### src/rtl/cordic_multimode.sv
// Iterative multimode CORDIC: rotation (x,y by theta) and vectoring (magnitude, atan2),
// one micro-rotation per clock, full +/-pi range via quadrant pre-rotation.
module cordic_multimode #(
  parameter int WIDTH = 16,
  parameter int FRAC  = 14,
  parameter int AFRAC = 13,
  parameter int ITER  = 14,
  parameter int GUARD = 2
) (
  input  logic             Clk,
  input  logic             Rst,
  input  logic [WIDTH-1:0] x_in,
  input  logic [WIDTH-1:0] y_in,
  input  logic [WIDTH-1:0] theta_in,
  input  logic             mode,
  input  logic             operands_val,
  output logic             in_ready,
  input  logic             ack,
  output logic [WIDTH-1:0] x_out,
  output logic [WIDTH-1:0] y_out,
  output logic [WIDTH-1:0] z_out,
  output logic             out_valid,
  output logic [1:0]       state
);

  localparam int XW = WIDTH + GUARD + 2;
  localparam int ZW = WIDTH + GUARD + 1;
  localparam int ZF = AFRAC + GUARD;
  localparam int RW = XW + 1 - GUARD;
  localparam int CW = $clog2(ITER + 1);

  if (ITER < 1 || ITER > WIDTH || FRAC >= WIDTH || GUARD < 1 || ZF > 29) begin : g_param_check
    $error("cordic_multimode: unsupported parameter set");
  end

  // Angle constants are held at 2^-30 resolution and rounded to the internal z format.
  function automatic logic signed [ZW-1:0] atan_q(input int unsigned i);
    logic [63:0] t;
    case (i)
      0:       t = 64'd843314857;
      1:       t = 64'd497837829;
      2:       t = 64'd263043837;
      3:       t = 64'd133525159;
      4:       t = 64'd67021687;
      5:       t = 64'd33543516;
      6:       t = 64'd16775851;
      7:       t = 64'd8388437;
      8:       t = 64'd4194283;
      9:       t = 64'd2097149;
      default: t = (i < 31) ? (64'd1 << (30 - i)) : '0;
    endcase
    return ZW'((t + (64'd1 << (29 - ZF))) >> (30 - ZF));
  endfunction

  localparam logic [63:0] HALF_PI_R = (64'd1686629713 + (64'd1 << (29 - ZF))) >> (30 - ZF);
  localparam logic signed [ZW-1:0] HALF_PI = ZW'(HALF_PI_R);
  localparam logic [XW:0]   RND_X = (XW + 1)'(1) << (GUARD - 1);
  localparam logic [ZW-1:0] RND_Z = ZW'(1) << (GUARD - 1);

  typedef enum logic [1:0] {
    IDLE = 2'b00,
    CALC = 2'b01,
    DONE = 2'b10
  } state_t;

  state_t state_q, state_d;

  logic signed [XW-1:0] x_q, y_q, x_ext, y_ext, x0, y0, x_nx, y_nx, xs, ys;
  logic signed [ZW-1:0] z_q, z_in, z0, z_nx, a_i;
  logic [CW-1:0]        cnt_q;
  logic                 mode_q, accept, d_pos, calc_last;
  logic [XW:0]          x_sum, y_sum;
  logic [ZW-1:0]        z_sum;
  logic                 unused_bits;

  always_ff @(posedge Clk) begin
    if (!Rst) state_q <= IDLE;
    else      state_q <= state_d;
  end

  assign calc_last = (cnt_q == CW'(ITER));

  always_comb begin
    state_d  = state_q;
    in_ready = 1'b0;
    case (state_q)
      IDLE: begin
        in_ready = 1'b1;
        if (operands_val) state_d = CALC;
      end
      CALC: if (calc_last) state_d = DONE;
      DONE: begin
        in_ready = ack;
        if (ack) state_d = operands_val ? CALC : IDLE;
      end
      default: state_d = IDLE;
    endcase
  end

  assign accept    = operands_val & in_ready;
  assign out_valid = (state_q == DONE);
  assign state     = state_q;

  assign x_ext = {{2{x_in[WIDTH-1]}}, x_in, {GUARD{1'b0}}};
  assign y_ext = {{2{y_in[WIDTH-1]}}, y_in, {GUARD{1'b0}}};
  assign z_in  = {theta_in[WIDTH-1], theta_in, {GUARD{1'b0}}};

  // Quadrant pre-rotation by +/-pi/2 keeps the remaining angle inside CORDIC convergence.
  always_comb begin
    x0 = x_ext;
    y0 = y_ext;
    z0 = z_in;
    if (!mode) begin
      if (z_in > HALF_PI) begin
        x0 = -y_ext;  y0 = x_ext;   z0 = z_in - HALF_PI;
      end else if (z_in < -HALF_PI) begin
        x0 = y_ext;   y0 = -x_ext;  z0 = z_in + HALF_PI;
      end
    end else begin
      z0 = '0;
      if (x_in[WIDTH-1]) begin
        if (!y_in[WIDTH-1]) begin
          x0 = y_ext;   y0 = -x_ext;  z0 = HALF_PI;
        end else begin
          x0 = -y_ext;  y0 = x_ext;   z0 = -HALF_PI;
        end
      end
    end
  end

  always_comb begin
    xs    = x_q >>> cnt_q;
    ys    = y_q >>> cnt_q;
    a_i   = atan_q(32'(cnt_q));
    d_pos = mode_q ? y_q[XW-1] : ~z_q[ZW-1];
    if (d_pos) begin
      x_nx = x_q - ys;  y_nx = y_q + xs;  z_nx = z_q - a_i;
    end else begin
      x_nx = x_q + ys;  y_nx = y_q - xs;  z_nx = z_q + a_i;
    end
  end

  function automatic logic [WIDTH-1:0] sat(input logic [RW-1:0] v);
    if ((&v[RW-1:WIDTH-1]) || !(|v[RW-1:WIDTH-1])) return v[WIDTH-1:0];
    return v[RW-1] ? {1'b1, {(WIDTH-1){1'b0}}} : {1'b0, {(WIDTH-1){1'b1}}};
  endfunction

  assign x_sum       = {x_q[XW-1], x_q} + RND_X;
  assign y_sum       = {y_q[XW-1], y_q} + RND_X;
  assign z_sum       = z_q + RND_Z;
  assign unused_bits = ^{x_sum[GUARD-1:0], y_sum[GUARD-1:0], z_sum[ZW-1], z_sum[GUARD-1:0]};

  always_ff @(posedge Clk) begin
    if (!Rst) begin
      x_q    <= '0;
      y_q    <= '0;
      z_q    <= '0;
      cnt_q  <= '0;
      mode_q <= 1'b0;
      x_out  <= '0;
      y_out  <= '0;
      z_out  <= '0;
    end else if (accept) begin
      x_q    <= x0;
      y_q    <= y0;
      z_q    <= z0;
      mode_q <= mode;
      cnt_q  <= '0;
    end else if (state_q == CALC) begin
      if (calc_last) begin
        x_out <= sat(x_sum[XW:GUARD]);
        y_out <= sat(y_sum[XW:GUARD]);
        z_out <= z_sum[WIDTH+GUARD-1:GUARD];
      end else begin
        x_q   <= x_nx;
        y_q   <= y_nx;
        z_q   <= z_nx;
        cnt_q <= cnt_q + CW'(1);
      end
    end
  end

endmodule
### config.mk
export PLATFORM = sky130hd
export DESIGN_NAME = cordic_multimode
export DESIGN_NICKNAME = d
export VERILOG_FILES = /design/src/rtl/cordic_multimode.sv
export SDC_FILE = /design/constraint.sdc
export NUM_CORES = 1
export LEC_CHECK = 0
export CORE_MARGIN = 1.5
export CORE_UTILIZATION = 35
export CTS_CLUSTER_DIAMETER = 40
export DETAILED_ROUTE_END_ITERATION = 10
export HOLD_SLACK_MARGIN = 0.1
export PLACE_DENSITY_LB_ADDON = 0.3
export SETUP_SLACK_MARGIN = 0.4
export SLEW_MARGIN = 10
export SYNTH_ARGS = -nofsm -noshare
export SYNTH_HDL_FRONTEND = slang
export SYNTH_SLANG_ARGS = --single-unit
### constraint.sdc
create_clock -name Clk -period 10.19 [get_ports Clk]
set_clock_uncertainty 0.15 [all_clocks]
set_input_delay 2.5475 -clock Clk [delete_from_list [all_inputs] [get_ports Clk]]
set_output_delay 2.5475 -clock Clk [all_outputs]
set_load 0.01 [all_outputs]
# [After elaboration in Yosys (flattened, before gate mapping)]
# Index checks and enable logic that the tools add are counted.
[op_classes] n_addsub=16 order_cmp=2 n_eq_ne=16 n_shift=3 mux=51 n_bitwise=5 n_reduce_logical=16
[op_table] op="20-bit 2-to-1 mux" count=18
[op_table] op="34-bit one-hot mux with 10 select lines" count=1
[op_table] op="19-bit 2-to-1 mux" count=9
[op_table] op="16-bit 2-to-1 mux" count=6
[op_table] op="20-bit by 3-bit adder with 21-bit output, second input constant" count=2
[op_table] op="20-bit adder" count=2
[op_table] op="18-bit negation with 20-bit output" count=2
[op_table] op="20-bit by 4-bit >>> shifter with 20-bit output" count=2
[op_table] op="20-bit subtractor" count=2
[op_table] op="34-bit by 15-bit adder with 34-bit output, second input constant" count=1
[op_table] op="1-bit by 32-bit << shifter with 34-bit output, first input constant" count=1
[op_table] op="18-bit by 17-bit adder with 19-bit output, second input constant" count=1
[op_table] op="19-bit adder" count=1
[op_table] op="18-bit by 17-bit subtractor with 19-bit output, second input constant" count=1
[op_table] op="19-bit subtractor" count=1
[op_table] op="18-bit by 2-bit adder with 18-bit output, second input constant" count=1
[op_table] op="18-bit by 17-bit greater-than comparator with 1-bit output, second input constant" count=1
[op_table] op="18-bit by 17-bit less-than comparator with 1-bit output, second input constant" count=1
[op_table] op="4-bit by 3-bit == test with 1-bit output, second input constant" count=4
[op_table] op="4-bit == test, second input constant" count=3
[op_table] op="1-bit 2-to-1 mux" count=12
[op_table] op="4-bit by 2-bit == test with 1-bit output, second input constant" count=2
[op_table] op="2-bit != test, second input constant" count=4
[op_table] op="4-bit AND reduction" count=2
[op_table] op="19 further kinds" count=29
[totals] ff_bits=114 in_bits=53 out_inout_bits=52 wordCells=118

# [Depth between registers and ports, before layout]
# Gate-level depths: netlist (run 1).
[depth] ltp_word=10 depth_mapped=29 depth_no_buf=25

# [Worst setup path before layout (run 1)]
# OpenSTA, ideal clock, no wires.
[synth_timing] kind="register to register" from="reg cnt_q[0]" to="reg z_q[17]" arrival_time_ps=5757 setup_slack_ps=4225 path_stages_with_launch=28 n_path_buf=4 period_less_slack_ps=5965 path_cell_list="dfxtp_1 > buf_6 > buf_6 > inv_1 > ha_1 > buf_2 > o21bai_1 > a21oi_1 > clkbuf_1 > a21oi_1 > a31oi_1 > ha_1 > a21boi_0 > nand4_1 > or3_1 > a211oi_2 > nand4_1 > nor2b_2 > nor2_1 > xor2_1 > ha_1 > and2_1 > o21a_1 > a41o_1 > o41ai_1 > mux2_2 > a32oi_1 > o21a_1"
[synth_between] elab_chain_cells=9 word_cells_on_any_way=23 classes_between="add/sub: 4; eq/ne: 11; shift: 1; mux: 5; reduce/logical: 2"
[synth_lines] element="start: declaration" line_no="70" source="logic [CW-1:0] cnt_q;"
[synth_lines] element="start signal: assignment" line_no="178" source="cnt_q <= cnt_q + CW'(1);"
[synth_lines] element="5-bit by 4-bit subtractor with 6-bit output" line_no="50" source="default: t = (i < 31) ? (64'd1 << (30 - i)) : '0;"
[synth_lines] element="1-bit by 32-bit << shifter with 34-bit output" line_no="50"
[synth_lines] element="34-bit one-hot mux with 10 select lines" line_no="39" source="case (i)"
[synth_lines] element="34-bit by 15-bit adder with 34-bit output" line_no="52" source="return ZW'((t + (64'd1 << (29 - ZF))) >> (30 - ZF));"
[synth_lines] element="19-bit adder or 19-bit subtractor (tied branches)" line_no="139, 137"
[synth_lines] element="19-bit 2-to-1 mux" line_no="136" source="if (d_pos) begin"
[synth_lines] element="19-bit 2-to-1 mux" line_no="170" source="if (calc_last) begin"
[synth_lines] element="19-bit 2-to-1 mux" line_no="169" source="end else if (state_q == CALC) begin"
[synth_lines] element="19-bit 2-to-1 mux" line_no="163" source="end else if (accept) begin"
[synth_lines] element="end signal: assignment" line_no="166" source="z_q <= z0;"
[synth_lines] element="end signal: assignment" line_no="177" source="z_q <= z_nx;"
[synth_lines] element="end: declaration" line_no="69" source="logic signed [ZW-1:0] z_q, z_in, z0, z_nx, a_i;"
# Several ways; a longest one is shown, not always the timed one. The select of a mux whose other input is x is not followed.
# A chain may end at the register's enable or synchronous reset.

# [Worst setup path after layout (run 1)]
[layout_timing] from="reg cnt_q[1]" to="reg z_q[18]"
# Same word-level chain as after synthesis.

==> results.cfg, run 1 <==
[synthesis]
synth_fp_nets = 2205
syn_avg_cell_area_sq_um = 7.338
netlist.area_leader.share_pct = 15.03
synth-seq-area-share_pct = 15.03
ys_warn_count = 0
synth_top_cell_by_area = dfxtp_1
syn_area_sq_um = 15180
ys_top_cells_by_area = dfxtp_1 15%, ha_1 6.6%, a21oi_1 5.9%
syn-instance-count = 2069
synthArstFlopShare_pct = 0
synth_seq_cells = 114
ys.flop_type = dfxtp_1
synth_edf_count = 0
ys_types = 105

[finish]
regArea_sq_um = 2287
drive_gt1_share_pct = 7.860
layout_common_cells = 197 x nand2_1, 195 x nor2_1, 178 x a21oi_1
multi_input_area_sq_um = 11860
diodes = 0
num-nets-final = 2186
mostFrequentLayoutCell = nand2_1
finish.instance_area_sq_um = 16900
n_fill_cell = 4553
areaGrowthSynthToFinish_pct = 11.34
final_util_pct = 39.33
instances_no_fill = 2646

[run_status]
outcome = finished clean

[timing]
grt_setup_unrepaired = false
tns_ns = 0
setup_viol = 0
worst_pin_slew_ns = 1.250
finalHoldViolCount = 0
fin_crit_sh_pct = 75.96
period_needed_ns = 7.740
max_slew_margin_pct = 16.35
clock.fmax_mhz = 129.2
worst_hold_slack_ns = 0.3128
slew_violations = 0

[detailed_routing]
final_antenna_net_count = 0
first_iter_violations = 1504
vias_per_cell = 5.974
wire_per_inst_um = 19.62
first_pass_iters = 6
wl_um = 51920
num_vias = 15808
drc_errors = 0

[power]
switching_share_pct = 45.54
p_comb_share_pct = 56.2
p_per_area_nw_per_um2 = 165.2
p_leak_nw = 6.112
internal_power_mw = 1.521
pwr-share-seq_pct = 22.6
p_clk_share_pct = 21.2
irDropWorstVdd_uv = 110.1
power.switching_mw = 1.272

[placement]
place_area_sq_um = 16340
place_hpwl_um = 37520
place_congestion = 0.9711
io_buffers = 104
dp_cells = 2616

[global_route]
grt_pass1_vias = 14409
grt_max_degree = 68
grt_first_pass_wirelength_um = 81230
grt_antenna_before_repair = 0
grt_usage_pct = 22.94
grt-ovfl-total = 0

[worst_setup_path]
path_max_fanout = 51
crit_path_end = z_q[18]$_SDFFE_PN0P_
cp.arrival_ns = 7.95
r2r_cells = 24
start_kind = flip-flop
required_ns = 10.40
crit_path_end_kind = flip-flop
worstReg2RegEnd = z_q[18]$_SDFFE_PN0P_
reg2reg_slack_ns = 2.45
crit_start = cnt_q[1]$_SDFFE_PP0P_
criticalPathCategory = reg2reg
reg2reg_from = cnt_q[1]$_SDFFE_PP0P_

[clock_network]
clock_latency_ns = 0.44
cts_setup_buffers = 0
htreeDepth = 4
ctsResizeCount = 0
clk_pin_slew_worst_paths_ns = 0.06
cts_buffers = 17
clk_path_buf_depth = 2
cts-hold-fix-buffers = 0
numClockSinks = 114
clock-root-buffer = clkbuf_16
cts_tree = built

[die]
rows = 76
die_area_sq_um = 44640
ios = 105
fp.dieH_um = 211.3
fp.coreArea_sq_um = 42980
start_util_pct = 35.32
dieWidth_um = 211.3

[worst_hold_path]
hold_path_class = reg2reg

[run]
maxCapViolCount = 0
[cells in the mapped netlist, types with 7 or more instances]
master and count:
o211ai_1 24, a21oi_1 179, inv_1 63, nor3_1 53, nor2b_1 23, clkbuf_1 111, o22ai_1 11, a211o_1 31
nand3b_1 7, o21a_1 25, o31ai_1 18, buf_1 10, o221ai_1 8, and4_1 10, or2_2 11, nand2_1 198
mux4_2 31, nor3b_1 11, xnor2_1 88, mux2_2 16, a22oi_1 10, nor4_1 9, buf_2 20, nand4_1 15
o21ai_0 130, a21o_1 20, xor2_1 76, and2_1 18, nand3_1 57, ha_1 80, a21boi_0 36, or3_1 34
and3_1 25, nor2_1 196, mux2i_1 22, buf_6 9, o311ai_0 9, a211oi_1 58, nand2b_1 17, dfxtp_1 114
a31oi_1 35, a311oi_1 16, mux4_1 8
[through the flow]
step / power [mW] / worst slack (ns)
after floorplan: 1.786 / 4.225
after global placement: 2.141 / 2.852
after detailed placement: 2.161 / 2.657
after CTS: 2.766 / 2.607
after global routing: 2.981 / 1.834
final: 2.792 / 2.450
[cell type report]
class                           instances  area share [%]
Clock buffer                           20           2.702
Clock inverter                         10          0.6588
Inverter                               64           1.421
Multi-Input combinational cell       1724           70.18
Sequential cell                       114           13.53
Tap cell                              585           4.330
Timing Repair Buffer                  129           7.180
[logic make-up after synthesis]
logic type | count (synthesis) | share of synthesized area [%]
muxes | 77 | 8.620
and+or+nand+nor | 712 | 22.83
xor gates and xnor gates | 165 | 9.568
buffers and inverters | 231 | 6.980
DFF | 114 | 15.03
adders and majority gates | 83 | 6.989
AOI/OAI and AO/OA | 687 | 29.98
[sequential cells by signal (all words and copies together), names as in the netlist]
| register | cells |
|---|---|
| cnt_q | 4 |
| mode_q | 1 |
| state | 2 |
| x_out | 16 |
| x_q | 20 |
| y_out | 16 |
| y_q | 20 |
| z_out | 16 |
| z_q | 19 |
[power by group through the flow]
| stage | Combinational (mW) | Sequential, mW | Clock, mW |
|---|---|---|---|
| 4_1_cts | 1.54 | 0.622 | 0.601 |
| 2_1_floorplan | 1.24 | 0.543 | 0 |
| 6_report | 1.57 | 0.630 | 0.593 |
| 5_1_grt | 1.73 | 0.634 | 0.621 |
| 3_5_place_dp | 1.53 | 0.632 | 0 |
| 3_3_place_gp | 1.51 | 0.630 | 0 |
[worst max-delay path: stages (launching register included)]
cell and delay [ns]:
dfxtp_2 0.64, inv_1 0.38, ha_1 0.70, o21bai_1 0.33, a21oi_1 0.72, a21oi_1 0.08
a31oi_1 0.20, ha_1 0.21, a21boi_0 0.47, nand4_1 0.26, or2_1 0.33, xor2_1 0.33
nand4_1 0.23, nor2b_2 0.21, a221oi_1 0.09, a211oi_1 0.29, ha_1 0.35, a21o_1 0.20
or3_1 0.30, nor3_1 0.30, o31a_1 0.30, nor3b_1 0.21, mux2i_1 0.09, and2_1 0.14
a21oi_1 0.12
[metal layers]
layer  vias up  global-route usage [%]  share of wire (%)
li1       7596                       -                  -
met1      7472                   32.92                 46
met2       666                   35.11                 44
met3        74                   3.271                8.1
met4         0                   7.340                2.5
met5         -                       0                  0
[how the worst min path moves through the flow]
stage	slack, ns	cells past startpoint	start	end
floorplan	0.30	2	y_q[0]$_SDFFE_PN0P_	y_q[0]$_SDFFE_PN0P_
global placement	0.31	2	y_out[6]$_SDFFE_PN0P_	y_out[6]$_SDFFE_PN0P_
detailed placement	0.31	2	z_out[0]$_SDFFE_PN0P_	z_out[0]$_SDFFE_PN0P_
CTS	0.32	2	y_out[10]$_SDFFE_PN0P_	y_out[10]$_SDFFE_PN0P_
global route	0.35	2	x_out[6]$_SDFFE_PN0P_	x_out[6]$_SDFFE_PN0P_
finish	0.31	2	x_out[14]$_SDFFE_PN0P_	x_out[14]$_SDFFE_PN0P_
No activity file was read; power rests on OpenSTA's default activity.
==> run 2, diff against run 1 <==
- clock period: 10.19 -> 7.5 ns (I/O delays scaled with it)
==> run 2 against run 1 <==
Hold slack got worse by 0.0018 ns. Register-to-register slack got worse by 1.5 ns. Routed wire length increased by 2.3%. Combinational power increased by 37%. Non-clock buffer count increased by 7. Flip-flop and latch count unchanged. Count of clock-buffer cells in the layout decreased by 2. Largest power group unchanged.
==> results.cfg, run 2 (same netlist as run 1, synthesis figures left out) <==
[die]
fp.dieH_um = 211.3
start_util_pct = 35.32
dieWidth_um = 211.3
die_area_sq_um = 44640
ios = 105
fp.coreArea_sq_um = 42980
rows = 76

[finish]
layout_common_cells = 197 x nand2_1, 195 x nor2_1, 177 x a21oi_1
n_fill_cell = 4545
num-nets-final = 2193
drive_gt1_share_pct = 8.357
areaGrowthSynthToFinish_pct = 11.88
diodes = 0
top_regs = x_q x20, y_q x20, z_q x19
mostFrequentLayoutCell = nand2_1
instances_no_fill = 2655

[detailed_routing]
num_vias = 15851
first_pass_iters = 6
final_antenna_net_count = 0
first_iter_violations = 1411
drc_errors = 0
wl_um = 53100
wire_per_inst_um = 20.00
vias_per_cell = 5.970

[timing]
finalHoldViolCount = 0
clock.fmax_mhz = 153.6
tns_ns = 0
max_slew_margin_pct = 31.61
setup_viol = 0
worst_pin_slew_ns = 1.019
grt_setup_unrepaired = false
period_needed_ns = 6.509
slew_violations = 0
fin_crit_sh_pct = 86.78

[worst_setup_path]
required_ns = 7.72
worstReg2RegEnd = z_q[18]$_SDFFE_PN0P_
crit_start = cnt_q[1]$_SDFFE_PP0P_
criticalPathCategory = reg2reg
max_stage_delay_ns = 0.47
start_kind = flip-flop
crit_path_end = z_q[18]$_SDFFE_PN0P_
reg2reg_from = cnt_q[1]$_SDFFE_PP0P_
worstPathCellList = inv_1 -> ha_1 -> o21bai_1 -> a21oi_2 -> a21oi_1 -> a31oi_1 -> ha_1 -> a21boi_0 -> nand4_1 -> or3_1 -> a211oi_2 -> nand4_1 -> nor2b_2 -> a221oi_1 -> a211oi_1 -> ha_1 -> a21o_1 -> or3_1 -> nor3_1 -> o31a_1 -> nor3b_1 -> mux2i_1 -> and2_1 -> a21oi_1
path_max_fanout = 11
cp.arrival_ns = 6.73
path_depth = 24
crit_path_end_kind = flip-flop
crit_top_cell = ha_1
crit_family = compound AO/OA/AOI/OAI gates
crit_slowest_cell = a21oi_2
critPathBufInv = 1
r2r_cells = 24
reg2reg_slack_ns = 0.99

[global_route]
grt_pass1_vias = 14631
grt-ovfl-total = 0
grt_usage_pct = 23.74
grt_first_pass_wirelength_um = 83600
grt_antenna_before_repair = 1
grt_max_degree = 68

[worst_hold_path]
hold_path_class = reg2reg

[clock_network]
clk_pin_slew_worst_paths_ns = 0.06
numClockSinks = 114
cts_setup_buffers = 0
clock_latency_ns = 0.45
cts_tree = built
cts_buffers = 17
clock-root-buffer = clkbuf_16
htreeDepth = 4
clk_path_buf_depth = 2

[power]
p_comb_share_pct = 55.8
p_total_mw = 3.845
internal_power_mw = 2.073
switching_share_pct = 46.08
pwr-share-seq_pct = 22.3
p_clk_share_pct = 21.9
irDropWorstVdd_uv = 140.2
p_per_area_nw_per_um2 = 226.3
p_leak_nw = 6.162
power.switching_mw = 1.771

[placement]
dp_cells = 2623
place_hpwl_um = 38740
place_congestion = 0.9215
io_buffers = 104

[run]
maxCapViolCount = 0

[run_status]
outcome = finished clean
run 2: cell count changes in the layout (fill, tap and decap cells not counted):
cell	change
clkinvlp_4	-1
clkinv_4	+3
clkinv_2	-2
clkbuf_8	-1
inv_6	+4
clkbuf_1	-1
buf_4	+7
a21oi_1	-1
a21oi_2	+1
run 2: worst reg2reg max path, cell delays in order, from the launching register on:
cell      delay [ns]
dfxtp_2         0.35
inv_1           0.20
ha_1            0.32
o21bai_1        0.24
a21oi_2         0.48
a21oi_1         0.09
a31oi_1         0.20
ha_1            0.22
a21boi_0        0.43
nand4_1         0.22
or3_1           0.36
a211oi_2        0.31
nand4_1         0.23
nor2b_2         0.21
a221oi_1        0.09
a211oi_1        0.32
ha_1            0.35
a21o_1          0.20
or3_1           0.30
nor3_1          0.29
o31a_1          0.30
nor3b_1         0.22
mux2i_1         0.10
and2_1          0.15
a21oi_1         0.11
run 2: metrics by stage:
step	setup slack, ns	hold slack, ns	instance area [sq um]	utilization, %
detailed placement	0.8367	0.3063	16390	38.13
global placement	1.130	0.3005	16390	38.13
finish	0.9915	0.3110	16990	39.52
global route	0.4090	0.3339	16990	39.52
CTS	0.8036	0.3150	16980	39.51
floorplan	1.535	0.2993	15180	-
run 2: cell type report:
| cell class | instances | area, sq um | share of cell area, % |
|---|---|---|---|
| multi-input combinational | 1724 | 11870 | 69.86 |
| sequential | 114 | 2287 | 13.46 |
| timing repair buffer | 136 | 1266 | 7.454 |
| clock buffer | 18 | 439.2 | 2.585 |
| tap | 585 | 732.0 | 4.309 |
| clock inverter | 14 | 155.1 | 0.9134 |
| inverter | 64 | 240.2 | 1.414 |
run 2: how the worst min path moves through the flow:
stage          slack (ns)              startpoint                endpoint  cells after the start
2_1_floorplan        0.30     y_q[0]$_SDFFE_PN0P_     y_q[0]$_SDFFE_PN0P_                      2
3_3_place_gp         0.30   z_out[0]$_SDFFE_PN0P_   z_out[0]$_SDFFE_PN0P_                      2
3_5_place_dp         0.31   x_out[5]$_SDFFE_PN0P_   x_out[5]$_SDFFE_PN0P_                      2
4_1_cts              0.31   x_out[5]$_SDFFE_PN0P_   x_out[5]$_SDFFE_PN0P_                      2
5_1_grt              0.33  x_out[12]$_SDFFE_PN0P_  x_out[12]$_SDFFE_PN0P_                      2
6_report             0.31   x_out[1]$_SDFFE_PN0P_   x_out[1]$_SDFFE_PN0P_                      2
run 2: timing repair:
item | 4_1_cts | 5_1_grt
hold endpoints to repair | 0 | 0
hold buffers | 0 | 0
resized for setup | 0 | 1
setup endpoints to repair | 0 | 2
run 2: layer usage:
| metal | GRT usage (%) | wire [um] | vias up |
|---|---|---|---|
| met1 | 32.92 | 24130 | 7536 |
| li1 | - | - | 7618 |
| met4 | 8.128 | 1289 | 0 |
| met5 | 0 | 0 | - |
| met3 | 3.211 | 3769 | 72 |
| met2 | 37.62 | 23910 | 625 |
run 2: power groups by stage:
stage	sequential [mW]	clock [mW]	combinational, mW
5_1_grt	0.864	0.877	2.37
4_1_cts	0.850	0.857	2.11
3_5_place_dp	0.864	0	2.09
2_1_floorplan	0.738	0	1.69
3_3_place_gp	0.862	0	2.07
6_report	0.859	0.840	2.15
